`src/rtl/seq_chk_pkg.sv`:
```
// Shared types and helpers for the sequence implication checker.
package seq_chk_pkg;

   localparam int MAX_DELAY = 16;

   typedef enum logic [1:0] {V_NONE, V_PASS, V_FAIL} verdict_t;

   // Adds 0..2 to a w-bit counter, clamping at 2^w-1 instead of wrapping.
   function automatic logic [31:0] sat_add(input logic [31:0] cnt,
                                           input logic [1:0]  inc,
                                           input int unsigned w);
      logic [32:0] w_max;
      logic [32:0] w_sum;
      w_max = (33'd1 << w) - 33'd1;
      w_sum = {1'b0, cnt} + {31'b0, inc};
      return (w_sum > w_max) ? w_max[31:0] : w_sum[31:0];
   endfunction

endpackage

```
`src/rtl/seq_chk_lane.sv`:
```
// One checker channel: optional a-stage, DELAY-deep pending pipe, verdicts,
// saturating fail counter and sticky error flag.
module seq_chk_lane
   import seq_chk_pkg::*;
#(
   parameter int DELAY  = 1,
   parameter int NONOVL = 0,
   parameter int CNT_W  = 8
) (
   input  logic             clk,
   input  logic             rst,
   input  logic             i_en,
   input  logic             i_clr,
   input  logic             i_a,
   input  logic             i_b,
   input  logic             i_c,
   output logic             o_pass,
   output logic             o_fail,
   output logic             o_err,
   output logic [CNT_W-1:0] o_cnt
);
   logic             w_start;
   logic             w_bs;
   logic             w_push;
   logic             w_bfail;
   logic [DELAY:0]   w_shift;
   logic [1:0]       w_ninc;
   logic [DELAY-1:0] r_pend;
   verdict_t         w_cverd;

   // Starts in a clear cycle are dropped, which also keeps the a-stage empty.
   assign w_start = i_en & i_a & ~i_clr;

   generate
      if (NONOVL != 0) begin : g_nonovl
         logic r_a_stg;
         always_ff @(posedge clk or posedge rst)
            if (rst) r_a_stg <= 1'b0;
            else     r_a_stg <= w_start;
         assign w_bs = r_a_stg;
      end else begin : g_ovl
         assign w_bs = w_start;
      end
   endgenerate

   assign w_push  = w_bs & i_b;
   assign w_bfail = w_bs & ~i_b;
   assign w_shift = {r_pend, w_push};

   always_comb begin
      w_cverd = V_NONE;
      if (r_pend[DELAY-1]) w_cverd = i_c ? V_PASS : V_FAIL;
   end

   // A new b-fail and an older c-fail can land together: count both.
   assign w_ninc = {1'b0, w_bfail} + {1'b0, (w_cverd == V_FAIL)};

   always_ff @(posedge clk or posedge rst) begin
      if (rst) begin
         r_pend <= '0;
         o_pass <= 1'b0;
         o_fail <= 1'b0;
         o_err  <= 1'b0;
         o_cnt  <= '0;
      end else if (i_clr) begin
         r_pend <= '0;
         o_pass <= 1'b0;
         o_fail <= 1'b0;
         o_err  <= 1'b0;
         o_cnt  <= '0;
      end else begin
         r_pend <= w_shift[DELAY-1:0];
         o_pass <= (w_cverd == V_PASS);
         o_fail <= |w_ninc;
         o_err  <= o_err | (|w_ninc);
         o_cnt  <= CNT_W'(sat_add(32'(o_cnt), w_ninc, CNT_W));
      end
   end
endmodule

```
`config.mk`:
```
export PLATFORM = sky130hd
export DESIGN_NAME = seq_chk_lane
export DESIGN_NICKNAME = d
export VERILOG_FILES = /design/src/rtl/seq_chk_pkg.sv /design/src/rtl/seq_chk_lane.sv
export SDC_FILE = /design/constraint.sdc
export NUM_CORES = 1
export LEC_CHECK = 0
export CAP_MARGIN = 20
export CORE_UTILIZATION = 45
export DETAILED_ROUTE_END_ITERATION = 10
export PLACE_DENSITY = 0.76
export SLEW_MARGIN = 20
export SYNTH_ARGS = -nofsm -noshare
export SYNTH_HDL_FRONTEND = slang
export SYNTH_SLANG_ARGS = --single-unit
```
`constraint.sdc`:
```
create_clock -name clk -period 7.27 [get_ports clk]
set_clock_uncertainty 0.15 [all_clocks]
set_input_delay 1.8175 -clock clk [delete_from_list [all_inputs] [get_ports clk]]
set_output_delay 1.8175 -clock clk [all_outputs]
set_load 0.02 [all_outputs]
```
=== After elaboration in Yosys (flattened, before gate mapping) ===
Cells that the tools add are included.

* Flip-flop bits (word level): 12
* Bits in writable memories: 0
* Logic and storage cells: 26
* Memories kept: 0
* Latch bits: 0
* Bits of input ports: 7
* ROM bits: 0
* Output and inout bits: 11

* Shifts and indexed selects: 0
* Multiply operators: 0
* Reductions and logical operators: 1
* Div/mod/pow operators: 0
* Magnitude comparators: 1
* Mux-type cells: 8
* Add/subtract/negate cells: 2
* Equal/unequal tests: 2
* Bitwise operators: 7

{| class="wikitable"
|+ Operators by type and width
! cell !! count
|-
| 8-bit two-way mux || 2
|-
| 8-bit by 2-bit adder with 9-bit output || 1
|-
| 9-bit by 8-bit greater-than comparator with 1-bit output (second input constant) || 1
|-
| 1-bit bitwise AND || 4
|-
| 1-bit two-way mux || 4
|-
| 2-bit two-way mux || 2
|-
| 1-bit by 1-bit adder with 2-bit output || 1
|-
| 2-bit by 1-bit equality test with 1-bit output (second input constant) || 1
|-
| 2-bit equality test (second input constant) || 1
|-
| 1-bit NOT || 2
|-
| 2-bit OR reduction || 1
|-
| 1-bit bitwise OR || 1
|}

=== Logic depth before layout (Yosys ltp) ===
Gate-level depths: netlist of run 1.

* Depth in word-level cells: 8
* Gate-level depth with buffers: 9
* Gate-level depth less buffers: 8

=== Worst setup path before layout of run 1 ===
Ideal clock, no wire load.

* Path kind: input to register
* Start point: in i_en
* End point: reg o_cnt[5]
* Required time: 6.986 ns
* Path buffers: 1
* Slack: 3.378 ns
* Cell stages on the path: 9
* Data arrival time: 3.608 ns
* Library setup time: 0.134 ns
* Cells stage by stage: nand2_1 nor3_1 ha_1 ha_1 fa_1 and4_1 buf_4 and4b_1 nor3_2

* Longest elaborated chain between the ends: 8

{| class="wikitable"
|+ Ends and longest elaborated chain
! element !! line !! text
|-
| start, declared || seq_chk_lane.sv:12 || <nowiki>input logic i_en,</nowiki>
|-
| 1-bit bitwise AND * (2 in a row) || seq_chk_lane.sv:32 || <nowiki>assign w_start = i_en & i_a & ~i_clr;</nowiki>
|-
| 1-bit bitwise AND * || seq_chk_lane.sv:47 || <nowiki>assign w_bfail = w_bs & ~i_b;</nowiki>
|-
| 1-bit by 1-bit adder with 2-bit output * || seq_chk_lane.sv:56 || <nowiki>assign w_ninc = {1'b0, w_bfail} + {1'b0, (w_cverd == V_FAIL)};</nowiki>
|-
| 8-bit by 2-bit adder with 9-bit output * || seq_chk_pkg.sv:15 || <nowiki>w_sum = {1'b0, cnt} + {31'b0, inc};</nowiki>
|-
| 9-bit by 8-bit greater-than comparator with 1-bit output || seq_chk_pkg.sv:16 || <nowiki>return (w_sum > w_max) ? w_max[31:0] : w_sum[31:0];</nowiki>
|-
| 8-bit two-way mux * || seq_chk_pkg.sv:16 ||
|-
| 8-bit two-way mux * || seq_chk_lane.sv:65 || <nowiki>end else if (i_clr) begin</nowiki>
|-
| end signal, assigned || seq_chk_lane.sv:76 || <nowiki>o_cnt <= CNT_W'(sat_add(32'(o_cnt), w_ninc, CNT_W));</nowiki>
|-
| end, declared || seq_chk_lane.sv:20 || <nowiki>output logic [CNT_W-1:0] o_cnt</nowiki>
|}

Mark *: on every way between the ends. The rest lies on a longest branch, timed or not.

=== Final worst setup path of run 1 ===
* Start point: in i_clr
* End point: reg o_cnt[5]

* Longest elaborated chain between the ends: 8

{| class="wikitable"
|+ Ends and longest elaborated chain
! element !! line !! text
|-
| start, declared || seq_chk_lane.sv:13 || <nowiki>input logic i_clr,</nowiki>
|-
| 1-bit NOT || seq_chk_lane.sv:32 ||
|-
| 1-bit bitwise AND || seq_chk_lane.sv:32 ||
|-
| 1-bit bitwise AND || seq_chk_lane.sv:47 ||
|-
| 1-bit by 1-bit adder with 2-bit output || seq_chk_lane.sv:56 ||
|-
| 8-bit by 2-bit adder with 9-bit output || seq_chk_pkg.sv:15 ||
|-
| 9-bit by 8-bit greater-than comparator with 1-bit output || seq_chk_pkg.sv:16 ||
|-
| 8-bit two-way mux || seq_chk_pkg.sv:16 ||
|-
| 8-bit two-way mux * || seq_chk_lane.sv:65 ||
|}

Marked as above.

==> reports/qor.csv, run 1 <==
stage,metric,value,unit
clock_tree,ctsHoldBuffers,0,
clock_tree,post_cts_resized,0,
timing,final_hold_viol_count,0,
worst_setup_path,path_max_fanout,13,
final_layout,area_delta_synth_final,33.47,%
timing,drv_slew,0,
clock_tree,cts_root_buf,clkbuf_4,
synthesis,synth_warnings,0,
power,p_per_area,159.4,nW/um^2
synthesis,yosys.area.top_type,dfrtp_1,
status,status,"finished, final reports clean",
worst_setup_path,crit_arrival,4.47,ns
worst_setup_path,timing_worst_setup_path_type,in -> reg,
timing,rsz0062_at_grt,no,
final_layout,multi_input_area,292.8,um^2
clock_tree,cts.sink_count,12,
clock_tree,cts.reportedPaths.clkPinSlew,0.08,ns
final_layout,fill_cells,112,
synthesis,syn-instance-count,61,
detailed_routing,drc_errors,0,
synthesis,synth-edff-count,0,
clock_tree,cts_buffer_depth,2,
hold_path,hp-class,reg -> reg,
floorplan,core.rowCount,13,
floorplan,dieWidth,39.25,um
worst_setup_path,reg2reg_setup_slack,4.89,ns
global_routing,grt_max_degree,14,
detailed_routing,antenna_left,0,
global_routing,overflow,0,
global_routing,antenna_found_initial,0,
synthesis,ys_types,25,
worst_setup_path,required,7.27,ns
synthesis,syn_area,624.3,um^2
worst_setup_path,crit_path_end_kind,flip-flop,
synthesis,async_flop_share,100.0,%
placement,placement.cell_area,797.0,um^2
synthesis,ys.flop_type,dfrtp_1,
worst_setup_path,critical-path-top-delay-family,simple AND/OR/NAND/NOR gates,
synthesis,synth-adder-area-share,11.22,%
worst_setup_path,worst-path-buf-inv,1,
synthesis,synth_top_family_by_area,simple AND/OR/NAND/NOR gates,
placement,io_buffers,17,
detailed_routing,firstDrtPassIters,3,
synthesis,synth-xor-area-share,1.403,%
clock_tree,cts_tree,done,
placement,dp_hpwl,869.3,um
timing,fmax,223.7,MHz
final_layout,finalInstanceArea,833.3,um^2
floorplan,ios,18,
clock_tree,numCtsBuffers,3,
job,maxCapViolCount,0,
clock_tree,clock_latency,0.27,ns
timing,tns,0,ns
global_routing,grt_usage,19.95,%
detailed_routing,via_count,497,
final_layout,antennaDiodeCount,0,
synthesis,ys_seq_area_share,48.10,%
timing,min_period,4.471,ns
clock_tree,h-tree-depth,1,
worst_setup_path,crit_top_cell,ha_1,
floorplan,die_h,39.25,um
floorplan,core,1301,um^2
worst_setup_path,crit_chain,clkdlybuf4s50_1 -> nor3_1 -> ha_1 -> ha_1 -> fa_1 -> and4_1 -> and4b_1 -> nor3_2,
synthesis,synth_compound_area_share,12.02,%
synthesis,yosys-top-cells-count,"dfrtp_1, nor2_1, a21oi_1",
clock_tree,post_cts_buffers,0,
floorplan,start_util,47.98,%
detailed_routing,viasPerCell,5.287,
timing,timing.final.crit_share,61.50,%
worst_setup_path,crit_slowest_cell,clkdlybuf4s50_1,
final_layout,fin_nets,92,
synthesis,synth_area_leaders,"dfrtp_1, ha_1, a21oi_1",
synthesis,postSynthAreaPerCell,10.24,um^2
power,leakage,0.4110,nW
synthesis,synth.area.mux_share,0,%
detailed_routing,wirelength,1193,um
final_layout,layout-drive-gt1-share,7.595,%
synthesis,ys_ff_latch,12,
power,peakVddDrop,0.06931,mV
synthesis,yosys.area_share.simple,22.24,%
timing,worst_slew_pin_slew,0.4581,ns
global_routing,grt_pass1_vias,448,
placement,gp_congestion,0.7929,
floorplan,fp.dieArea,1541,um^2
worst_setup_path,cpPeakStageDelay,0.64,ns
synthesis,yosysMostFrequentCell,dfrtp_1,
detailed_routing,wl_per_cell,12.69,um
timing,relSlewSlack,69.36,%
detailed_routing,drt_iter0_drc,12,
synthesis,synth_top_area_share,48.10,%
timing,setup_viol,0,
global_routing,grt_first_pass_wirelength,1959,um
final_layout,seqCellArea,300.3,um^2
worst_setup_path,critPathLaunchType,input pin,
synthesis,syn_nets,73,
-- report_power, final --
group | internal, mW | switching, mW
clock network | 0.0304 | 0.0232
registers | 0.0676 | 0.000508
logic | 0.00562 | 0.00539
total | 0.104 | 0.0291
-- metal layers --
layer | wire length [um] | up-vias | share of wire [%] | global-route usage (%)
li1 | - | 251 | - | -
met1 | 582 | 232 | 49 | 26.91
met3 | 28 | 4 | 2.3 | 3.409
met4 | 29 | 0 | 2.4 | 12.93
met2 | 552 | 10 | 46 | 29.17
met5 | 0 | - | 0 | 0
-- sequential cells by signal (all words and copies together) (netlist names) --
signal,flops
o_cnt,8
o_err,1
o_fail,1
o_pass,1
r_pend,1
-- worst reg2reg max path, delay by kind of cell, from the launching register on --
kind                     cells  cell delay, ns
adder cells (fa/ha/maj)      3            0.95
buffers and inverters        1            0.05
flip-flops                   1            0.38
AND/OR/NAND/NOR              4            0.74
-- cells by family (layout without fill, tap and decap cells) --
| kind of cell | count (synthesis) | count (layout) |
|---|---|---|
| AOI/OAI and AO/OA | 12 | 12 |
| DFF | 12 | 12 |
| adders and majority gates | 5 | 5 |
| xor gates and xnor gates | 1 | 1 |
| and+or+nand+nor | 24 | 24 |
| buffers and inverters | 7 | 25 |
-- layout by cell type, fill, tap and decap left out, drive strengths merged, types with 2 or more instances in the layout --
cell            n
and4            2
ha              4
inv             4
nand2           3
nor2            7
clkdlybuf4s50  17
nor3            4
a21oi           6
and4b           2
clkbuf          4
dfrtp          12
and3            2
a31oi           2
-- metrics by stage --
stage / power, mW / hold WS, ns / setup slack, ns / util, % / cells
after floorplan: 0.07463 / 0.3185 / 3.378 / - / 61
after global routing: 0.1392 / 0.3696 / 2.652 / 64.04 / 94
after CTS: 0.1346 / 0.3567 / 2.806 / 64.04 / 94
after global placement: 0.08059 / 0.3325 / 2.559 / 61.25 / 90
final: 0.1328 / 0.3566 / 2.799 / 64.04 / 94
after detailed placement: 0.08074 / 0.3527 / 2.515 / 61.25 / 90
-- area by class of cell --
type | count | area share, %
clock buffers | 4 | 4.354
inverters | 4 | 1.802
multi-input cells | 42 | 35.14
flip-flops and latches | 12 | 36.04
well taps | 15 | 2.252
repair buffers | 17 | 20.42
-- path summary, 6_finish.rpt --
check	from	to	cells past startpoint
hold / removal	r_pend	o_pass	2
setup reg to reg	r_pend	o_cnt[5]	8
hold reg to reg	r_pend	o_pass	2
setup / recovery	i_clr	o_cnt[5]	8
max in group asynchronous	rst	o_cnt[1]	2
min in group asynchronous	rst	o_cnt[4]	2
Note: power is estimated with default switching activity, not from simulation.
==> inputs of run 2 (changes only) <==
CORE_UTILIZATION = 44   (was 45)
PLACE_DENSITY = 0.75   (was 0.76)
clock period = 4.65 ns   (was 7.27 ns; I/O delays follow)
==> reports/qor.csv, run 2 (synthesis results as in run 1) <==
stage,metric,value,unit
timing,hold_ws,0.3553,ns
floorplan,ios,18,
final_layout,finalInstanceArea,840.8,um^2
detailed_routing,wl_per_cell,12.75,um
power,switchingPower,0.04479,mW
global_routing,grt_first_pass_wirelength,1849,um
final_layout,area_delta_synth_final,34.67,%
final_layout,mostFrequentLayoutCell,clkdlybuf4s50_1,
final_layout,final_util,63.82,%
clock_tree,h-tree-depth,1,
detailed_routing,antenna_left,0,
floorplan,die_h,39.67,um
final_layout,fin_nets,93,
power,p_per_area,246.7,nW/um^2
floorplan,core,1318,um^2
worst_setup_path,path_max_fanout,13,
floorplan,dieWidth,39.67,um
clock_tree,cts_root_buf,clkbuf_4,
power,p_comb_share,8.7,%
timing,drv_slew,0,
global_routing,grt_usage,18.24,%
power,total_power,0.2074,mW
placement,place_inst,91,
timing,rsz0062_at_grt,no,
timing,min_period,3.594,ns
status,status,"finished, final reports clean",
power,p_int,0.1626,mW
timing,timing.final.crit_share,77.29,%
placement,gp_congestion,0.7327,
final_layout,layout-drive-gt1-share,8.750,%
worst_setup_path,reg2reg_setup_slack,2.29,ns
floorplan,core.rowCount,13,
worst_setup_path,required,4.66,ns
worst_setup_path,timing_worst_setup_path_type,in -> reg,
global_routing,grt_pass1_vias,422,
detailed_routing,drt_iter0_drc,8,
detailed_routing,viasPerCell,5.305,
power,p_seq_share,51.4,%
timing,fmax,278.2,MHz
timing,tns,0,ns
timing,final_hold_viol_count,0,
detailed_routing,via_count,504,
clock_tree,cts.reportedPaths.clkPinSlew,0.08,ns
placement,io_buffers,17,
detailed_routing,drc_errors,0,
detailed_routing,firstDrtPassIters,4,
worst_setup_path,critPathLaunchType,input pin,
clock_tree,post_cts_buffers,0,
hold_path,hp-class,reg -> reg,
global_routing,antenna_found_initial,0,
final_layout,stdcell_count,95,
detailed_routing,wirelength,1211,um
clock_tree,cts_tree,done,
power,switching_share,21.59,%
clock_tree,cts_buffer_depth,2,
final_layout,largest_reg_flops,8,
worst_setup_path,crit_arrival,3.61,ns
final_layout,layout_common_cells,"clkdlybuf4s50_1, dfrtp_1, nor2_1",
timing,setup_ws,1.056,ns
placement,place_ws,0.7972,ns
clock_tree,numCtsBuffers,3,
clock_tree,ctsHoldBuffers,0,
clock_tree,post_cts_resized,0,
clock_tree,cts.sink_count,12,
final_layout,largest_register,o_cnt,
global_routing,overflow,0,
final_layout,antennaDiodeCount,0,
power,peakVddDrop,0.2121,mV
worst_setup_path,crit_path_end_kind,flip-flop,
timing,worst_slew_pin_slew,0.4435,ns
power,leakage,0.4159,nW
clock_tree,clock_latency,0.27,ns
timing,relSlewSlack,70.40,%
global_routing,grt_max_degree,14,
timing,setup_viol,0,
job,maxCapViolCount,0,
power,pwr-share-clk,39.9,%
placement,placement.cell_area,804.5,um^2
floorplan,fp.dieArea,1574,um^2
floorplan,start_util,47.39,%
## run 2: cell count changes in the layout (fill, tap and decap cells not counted), sizes merged
cell / delta
buf: +1
## run 2: cell type report
| cell class | instances | area (um^2) |
|---|---|---|
| Tap cell | 15 | 18.77 |
| Clock buffer | 4 | 36.28 |
| Timing Repair Buffer | 18 | 177.7 |
| Multi-Input combinational cell | 42 | 292.8 |
| Sequential cell | 12 | 300.3 |
| Fill cell | 111 | 476.7 |
| Inverter | 4 | 15.01 |
## run 2: metal layers
layer	up-vias	GRT usage, %	wire length (um)
li1	257	-	-
met1	234	25.09	598
met2	11	26.23	544
met5	-	0	0
met4	0	5.172	18
met3	2	6.818	50
## run 2: path summary, 6_finish.rpt
| path | startpoint | endpoint | cells after the start |
|---|---|---|---|
| min | r_pend | o_pass | 2 |
| max | i_clr | o_cnt[5] | 9 |
| max reg2reg | r_pend | o_cnt[5] | 8 |
| min in group asynchronous | rst | o_cnt[4] | 2 |
| max in group asynchronous | rst | r_pend | 2 |
| min reg2reg | r_pend | o_pass | 2 |
## run 2: power by group through the flow
| stage | clock network, mW | logic (mW) | registers (mW) |
|---|---|---|---|
| 5_1_grt | 0.0914 | 0.0199 | 0.107 |
| 3_5_place_dp | 0 | 0.0182 | 0.109 |
| 3_3_place_gp | 0 | 0.0179 | 0.109 |
| 4_1_cts | 0.0847 | 0.0183 | 0.107 |
| 2_1_floorplan | 0 | 0.00638 | 0.110 |
| 6_report | 0.0829 | 0.0180 | 0.107 |
## run 2: critical path, stage by stage
cell and delay [ns]:
clkdlybuf4s50_1 0.40, buf_4 0.18, nor3_1 0.26, ha_1 0.28, ha_1 0.21, fa_1 0.47, and4_1 0.31, and4b_1 0.28
nor3_2 0.05
==> inputs of run 3 (changes only) <==
CORE_UTILIZATION = 40   (was 44)
PLACE_DENSITY = 0.72   (was 0.75)
clock period = 2.95 ns   (was 4.65 ns; I/O delays follow)
==> reports/qor.csv, run 3 (synthesis results as in run 1) <==
stage,metric,value,unit
global_routing,antenna_found_initial,0,
worst_setup_path,reg2reg_setup_slack,0.70,ns
placement,place_ws,-0.2620,ns
final_layout,layout-drive-gt1-share,13.25,%
hold_path,holdPathStages,2,
final_layout,largest_register,o_cnt,
final_layout,fill_cells,115,
final_layout,layout_common_cells,"clkdlybuf4s50_1, dfrtp_1, nor2_1",
floorplan,die_h,41.51,um
worst_setup_path,rr_worst_depth,8,
final_layout,fin_nets,96,
worst_setup_path,crit_arrival,2.88,ns
power,p_per_area,378.3,nW/um^2
power,leakage,0.4321,nW
worst_setup_path,critPathLaunchType,input pin,
global_routing,grt_usage,16.07,%
job,maxCapViolCount,0,
detailed_routing,firstDrtPassIters,4,
global_routing,overflow,0,
final_layout,final_util,62.81,%
global_routing,grt_max_degree,13,
detailed_routing,drt_iter0_drc,18,
timing,timing.final.crit_share,97.03,%
clock_tree,cts_tree,done,
floorplan,core.rowCount,13,
timing,setup_viol,0,
timing,worst_slew_pin_slew,0.4534,ns
worst_setup_path,path_max_fanout,5,
worst_setup_path,r2r_start,r_pend,
worst_setup_path,crit_path_end_kind,flip-flop,
clock_tree,cts_buffer_depth,2,
worst_setup_path,cpPeakStageDelay,0.46,ns
worst_setup_path,required,2.96,ns
floorplan,start_util,45.16,%
worst_setup_path,crit_chain,clkdlybuf4s50_1 -> nor3_2 -> ha_1 -> ha_1 -> fa_1 -> and4_1 -> and4b_1 -> nor3_2,
detailed_routing,drc_errors,0,
timing,rsz0062_at_grt,no,
placement,io_buffers,17,
clock_tree,ctsHoldBuffers,0,
final_layout,largest_reg_flops,8,
timing,setup_ws,0.08761,ns
final_layout,antennaDiodeCount,0,
timing,relSlewSlack,69.74,%
global_routing,grt_first_pass_wirelength,2035,um
worst_setup_path,critical-path-top-delay-family,adder cells,
detailed_routing,antenna_left,0,
floorplan,ios,18,
status,status,"finished, final reports clean",
clock_tree,clock_latency,0.27,ns
worst_setup_path,timing_worst_setup_path_type,in -> reg,
worst_setup_path,crit_slowest_cell,clkdlybuf4s50_1,
global_routing,grt_pass1_vias,445,
timing,drv_slew,0,
worst_setup_path,r2r_end,o_cnt[5],
clock_tree,numCtsBuffers,3,
power,peakVddDrop,0.2319,mV
final_layout,area_delta_synth_final,39.08,%
detailed_routing,wirelength,1269,um
floorplan,dieWidth,41.51,um
placement,dp_hpwl,939,um
placement,placement.cell_area,827.0,um^2
timing,fmax,349.4,MHz
floorplan,core,1383,um^2
hold_path,whs_endpoint,o_err,
final_layout,finalInstanceArea,868.3,um^2
timing,final_hold_viol_count,0,
clock_tree,cts.sink_count,12,
hold_path,hp-start,o_err,
final_layout,mostFrequentLayoutCell,clkdlybuf4s50_1,
hold_path,hp-class,reg -> reg,
worst_setup_path,worst-path-buf-inv,1,
clock_tree,cts_root_buf,clkbuf_4,
clock_tree,cts.reportedPaths.clkPinSlew,0.08,ns
timing,hold_ws,0.3689,ns
detailed_routing,viasPerCell,5.429,
floorplan,fp.dieArea,1723,um^2
placement,gp_congestion,0.7491,
timing,min_period,2.862,ns
detailed_routing,wl_per_cell,12.95,um
timing,tns,0,ns
clock_tree,h-tree-depth,1,
detailed_routing,via_count,532,
## run 3: cell type report
class	count	area [um^2]	share of cell area (%)
Clock buffer	4	36.28	4.179
Inverter	4	15.01	1.729
Multi-Input combinational cell	42	297.8	34.29
Sequential cell	12	300.3	34.58
Tap cell	15	18.77	2.161
Timing Repair Buffer	21	200.2	23.05
## run 3: worst reg2reg max path, cell delays in order, from the launching register on
cell	delay, ns
dfrtp_1	0.39
nand2b_1	0.10
inv_1	0.05
ha_1	0.27
ha_1	0.21
fa_1	0.38
and4_1	0.26
and4b_1	0.28
nor3_2	0.05
## run 3: timing repair
item | in CTS | in global routing
buffers inserted | 0 | 0
setup endpoints to repair | 0 | 5
resized for setup | 0 | 1
## run 3: how the worst max path moves through the flow
stage | slack [ns] | from | to | depth (start not counted)
2_1_floorplan | 0.14 | i_en | o_cnt[5] | 9
3_3_place_gp | -0.24 | i_en | o_cnt[5] | 9
3_5_place_dp | -0.26 | i_en | o_cnt[5] | 9
4_1_cts | 0.02 | i_a | o_cnt[5] | 9
5_1_grt | 0.01 | i_a | o_cnt[4] | 10
6_report | 0.09 | i_clr | o_cnt[5] | 8
## run 3: metrics by stage
stage,power [mW],cells
CTS,0.3301,98
global route,0.3438,98
detailed placement,0.2008,94
global placement,0.2001,94
floorplan,0.1839,61
finish,0.3284,98
## run 3: power by group
part	total, mW	leakage [nW]	switching (mW)	internal, mW
combinational	0.0293	0.245	0.0142	0.0151
sequential	0.168	0.167	0.00136	0.167
clock	0.131	0.0210	0.0561	0.0750
## run 3: per-layer routing
layer / vias up / wire, um / part of all wire (%) / global-route usage (%)
met5: - / 0 / 0 / 0
met4: 0 / 10 / 0.79 / 7.742
met3: 2 / 48 / 3.8 / 3.913
met2: 12 / 619 / 49 / 24.06
met1: 258 / 591 / 47 / 21.67
li1: 260 / - / - / -
